===== config.mk =====
export PLATFORM = sky130hd
export DESIGN_NAME = capp_response_reader
export DESIGN_NICKNAME = d
export VERILOG_FILES = /design/src/rtl/capp_response_reader.sv
export SDC_FILE = /design/constraint.sdc
export NUM_CORES = 1
export LEC_CHECK = 0
export CAP_MARGIN = 5
export CORE_AREA = 4 4 179 251
export CTS_BUF_LIST = sky130_fd_sc_hd__clkbuf_4 sky130_fd_sc_hd__clkbuf_8
export CTS_CLUSTER_SIZE = 28
export DETAILED_ROUTE_END_ITERATION = 12
export DIE_AREA = 0 0 183 255
export HOLD_SLACK_MARGIN = 0.12
export PLACE_DENSITY_LB_ADDON = 0.25
export SYNTH_ARGS = -nofsm -noshare
export SYNTH_HDL_FRONTEND = slang
export SYNTH_SLANG_ARGS = --single-unit

===== constraint.sdc =====
create_clock -name CLK -period 4.9 [get_ports CLK]
set_input_delay 0.98 -clock CLK [delete_from_list [all_inputs] [get_ports CLK]]
set_output_delay 0.98 -clock CLK [all_outputs]
set_load 0.02 [all_outputs]

===== src/rtl/capp_response_reader.sv =====
// rtl/capp_response_reader.sv - CAPP responder read-out: snapshots tags, walks them lowest-first, streams selected words
//
// Ports:
//   CLK, RST           clock, synchronous active-high reset
//   start, tags        pass request and responder snapshot (sampled in IDLE only)
//   select_lines       one-hot word select into the cell array (SEL state only)
//   read_lines         cell array data for the selected word
//   out_valid/out_ready/out_data/out_index/out_last
//                      captured word stream, one entry per responder
//   busy, done, count  pass status: not-idle, end-of-pass pulse, words delivered
module capp_response_reader #(
  parameter int CELLS  = 100,
  parameter int WIDTH  = 32,
  parameter int IDXW   = 7,
  parameter int SETTLE = 1
) (
  input  logic             CLK,
  input  logic             RST,
  input  logic             start,
  input  logic [CELLS-1:0] tags,
  output logic [CELLS-1:0] select_lines,
  input  logic [WIDTH-1:0] read_lines,
  output logic             out_valid,
  input  logic             out_ready,
  output logic [WIDTH-1:0] out_data,
  output logic [IDXW-1:0]  out_index,
  output logic             out_last,
  output logic             busy,
  output logic             done,
  output logic [IDXW:0]    count
);

  typedef enum logic [1:0] {S_IDLE, S_SEL, S_OUT, S_DONE} state_t;

  localparam logic [CELLS-1:0] PEND_ONE    = {{(CELLS-1){1'b0}}, 1'b1};
  localparam logic [IDXW:0]    CNT_ONE     = {{IDXW{1'b0}}, 1'b1};
  localparam logic [3:0]       SETTLE_LOAD = 4'(SETTLE);

  state_t           state, state_nxt;
  logic [CELLS-1:0] pending;
  logic [3:0]       settle_cnt;
  logic [CELLS-1:0] low_bit;
  logic [IDXW-1:0]  low_idx;
  logic             single;

  // Two's-complement trick isolates the lowest set bit, so select is one-hot by construction.
  assign low_bit = pending & (~pending + PEND_ONE);
  // Clearing the lowest bit leaves zero only when exactly one responder remains.
  assign single  = ((pending & (pending - PEND_ONE)) == '0);

  // Descending scan so the lowest set index is the final assignment.
  always_comb begin
    low_idx = '0;
    for (int i = CELLS - 1; i >= 0; i--) begin
      if (pending[i]) low_idx = IDXW'(i);
    end
  end

  always_ff @(posedge CLK) begin
    if (RST) state <= S_IDLE;
    else     state <= state_nxt;
  end

  always_comb begin
    state_nxt    = state;
    select_lines = '0;
    busy         = (state != S_IDLE);
    done         = 1'b0;
    case (state)
      S_IDLE: if (start) state_nxt = (tags == '0) ? S_DONE : S_SEL;
      S_SEL: begin
        select_lines = low_bit;
        if (settle_cnt == 4'd1) state_nxt = S_OUT;
      end
      S_OUT:  if (out_ready) state_nxt = out_last ? S_DONE : S_SEL;
      S_DONE: begin
        done      = 1'b1;
        state_nxt = S_IDLE;
      end
      default: state_nxt = S_IDLE;
    endcase
  end

  always_ff @(posedge CLK) begin
    if (RST) begin
      pending    <= '0;
      settle_cnt <= '0;
      out_data   <= '0;
      out_index  <= '0;
      out_last   <= 1'b0;
      out_valid  <= 1'b0;
      count      <= '0;
    end else begin
      case (state)
        S_IDLE: begin
          if (start) begin
            pending    <= tags;
            count      <= '0;
            settle_cnt <= SETTLE_LOAD;
          end
        end
        S_SEL: begin
          settle_cnt <= settle_cnt - 4'd1;
          // Capture on the edge where the settle counter reaches zero.
          if (settle_cnt == 4'd1) begin
            out_data  <= read_lines;
            out_index <= low_idx;
            out_last  <= single;
            out_valid <= 1'b1;
          end
        end
        S_OUT: begin
          if (out_ready) begin
            pending    <= pending & (pending - PEND_ONE);
            count      <= count + CNT_ONE;
            out_valid  <= 1'b0;
            settle_cnt <= SETTLE_LOAD;
          end
        end
        default: ;
      endcase
    end
  end

endmodule

==> impl_metrics.tcl <==
set metrics [dict create \
    grtUsageTotal 0.225 \
    leakagePower_uw 0.00514 \
    cts_inserted_buffers 17 \
    end_kind "output port" \
    nets 1888 \
    seq_area_mm2 0.00310 \
    crit_fanout 26 \
    routed_wl_mm 55.2 \
    intPower_uw 2450 \
    finalSetupViolCount 0 \
    clkPwrFrac 0.244 \
    top_layer "met4" \
    crit_path_start_kind "register" \
    initial_core_util 0.247 \
    final_cell_mix "clkdlybuf4s50_1, nor2_1, nand2_1" \
    crit_required_ps 3920 \
    root_buffer "clkbuf_8" \
    critical_path_arrival_ps 3750 \
    synth_top_cells_by_area "dfxtp_1, nor2_1, nand2_1, a21oi_1, o21ai_0" \
    pin_count 287 \
    pre_cts_slack_ps 589 \
    insertion_delay_ps 490 \
    clk_path_buf_depth 2 \
    yosys.area.top_type_share 0.293 \
    design_area_mm2 0.0145 \
    dieWidth_um 183 \
    clock-sinks 155 \
    yosysTopAreaCell "dfxtp_1" \
    finalMaxSlewViolations 0 \
    met1_length_mm 21.4 \
    status "finished clean" \
    switchingPower_uw 1740 \
    die_h_um 255 \
    die-area_mm2 0.0467 \
    first_pass_iters 7 \
    wl_met2_mm 26.9 \
    clk_pin_slew_worst_paths_ps 90 \
    setup_ws_ps 167 \
    dr_wl_met3_mm 3.38 \
    drtAntennaViolNets 0 \
    hold_viol_final 0 \
    ys_async_sr_fraction 0 \
    cts_tree "done" \
    synth_seq_cells 155 \
    syn_nets 1663 \
    ys_seq_area_frac 0.293 \
    holdWs_ps 455 \
    maxCapViolCount 0 \
    crit_chain "nor4_2, nand4_4, buf_4, nor2_4, nand2_1, or3_1, nor2_1, and3_1, clkdlybuf4s50_1" \
    place_congestion 0.951 \
    ir_drop_v 0.000159 \
    drt_iter0_drc 1156 \
    synth_warnings 0 \
    hpwl_mm 42.7 \
    route.detailed.drc 0 \
    fp.coreArea_mm2 0.0428 \
    critical_path_class "register to output port" \
    yosysUniqueCellTypes 74 \
    via_count 13000 \
    vias_per_cell 5.62 \
    hp-class "register to register" \
    worst_pin_slew_ps 1090 \
    multi_input_area_mm2 0.00678 \
    wl_per_cell_um 23.9 \
    cts_htree_levels 4 \
    synthFlopType "dfxtp_1" \
    power_frac_comb 0.389 \
    power_frac_seq 0.367 \
    postPlaceCellArea_mm2 0.0140 \
    synth_edf_count 0 \
    syn-mean-instance-area_um2 6.94 \
    syn-cell-area_mm2 0.0106 \
    cp_slowest_cell "clkdlybuf4s50_1" \
    fmax_ghz 0.211 \
    port-buffer-count 286 \
    rsz0062_at_grt "true" \
    nFillCells 4660 \
    period_share 0.966 \
    layout-drive-gt1-share 0.0880 \
    fin_worst_skew_ps 14.6 \
    p_sw_frac 0.415 \
    grt_pass1_wl_mm 80.2 \
    rows 90 \
    layout_commonest_cell "clkdlybuf4s50_1" \
    maxSlewHeadroom 0.263 \
    grt_max_degree 84 \
    grt_pass1_vias 12600 \
    area_delta_synth_final_pct 37.0 \
    min_period_ps 4730 \
    max_stage_delay_ps 600 \
    overflow 0 \
    syn_inst 1524 \
    hold_buffers 0 \
    antenna_found_initial 1 \
    power_density_mw_per_mm2 289 \
]
state kept, by name (all words and copies together) (netlist names):
register and flops:
pending 100, count 8, out_valid 1, out_index 7
settle_cnt 4, out_data 32, state 2, out_last 1
routing by layer:
metal	vias up	track usage
met5	-	0
met4	0	0.134
met3	140	0.0344
met2	625	0.387
met1	6236	0.264
li1	6008	-
critical path, delay by kind of cell (launching register included):
| kind | cells | cell delay [ps] |
|---|---|---|
| buffers and inverters | 2 | 910 |
| and+or+nand+nor | 7 | 1930 |
| DFF | 1 | 420 |
worst paths after layout:
path / startpoint / slack (ps) / depth (start not counted) / to
setup reg to reg: pending[12] / 960 / 10 / out_last
hold reg to reg: out_data[25] / 460 / 2 / out_data[25]
hold / removal: out_data[25] / 460 / 2 / out_data[25]
setup / recovery: pending[12] / 170 / 9 / select_lines[86]
final cells by class:
cell class,instances,share of cell area
antenna,1,0.000173
clock buffer,21,0.0187
clock inverter,10,0.00820
inverter,40,0.0104
multi-input combinational,1184,0.468
sequential,155,0.214
tap,552,0.0477
timing repair buffer,351,0.233
timing repair:
action | CTS | global route
buffers inserted | 0 | 4
resized for setup | 0 | 7
endpoints found under the setup margin | 0 | 10
cell usage after synthesis, types with 4 or more instances:
master     instances
nand2_1          188
a211oi_1           4
a21oi_1          132
nor4_1            82
nand2b_1           5
buf_2             25
o31ai_1           10
nand4_1           28
or2_2              5
nor2_1           198
nor2b_1           10
a22oi_1           73
a21boi_0           4
a2111oi_0          4
or4_1             10
buf_4              4
and2_1            15
nor4_2            11
nor3_1            53
nor4_4            11
o22ai_1            7
o21ai_0          119
buf_1              6
o21a_1             6
o31a_1             5
dfxtp_1          155
nor3b_1            4
clkbuf_1         107
and3_1            68
and4_1            14
o211ai_1          10
inv_1             40
or3_1              4
xor2_1             5
a31oi_1            9
nand3_1           25
power groups by stage:
stage                     clock network [uW]  registers [uW]  logic (uW)
after floorplan                            0            1460        1010
after global placement                     0            1550        1600
after detailed placement                   0            1560        1590
after CTS                               1050            1530        1600
after global routing                    1100            1550        1750
final                                   1020            1540        1630
stage by stage:
stage	setup TNS [ps]	cells	util	power [uW]
4_1_cts	0	2309	0.337	4180
3_3_place_gp	0	2278	0.328	3150
6_report	0	2314	0.339	4190
5_1_grt	-8.24	2314	0.339	4400
2_1_floorplan	0	1524	-	2460
3_5_place_dp	0	2278	0.328	3150
cell families (layout without fill, tap and decap cells):
kind of cell	Yosys count	after routing	share of synthesized area
simple gates	750	750	0.377
compound gates	421	421	0.245
buf+inv	185	422	0.0722
flops	155	155	0.293
xor+xnor	8	8	0.00663
fa+ha+maj	5	5	0.00544
other cells	0	1	0
Note: power is estimated with default switching activity, not from simulation.
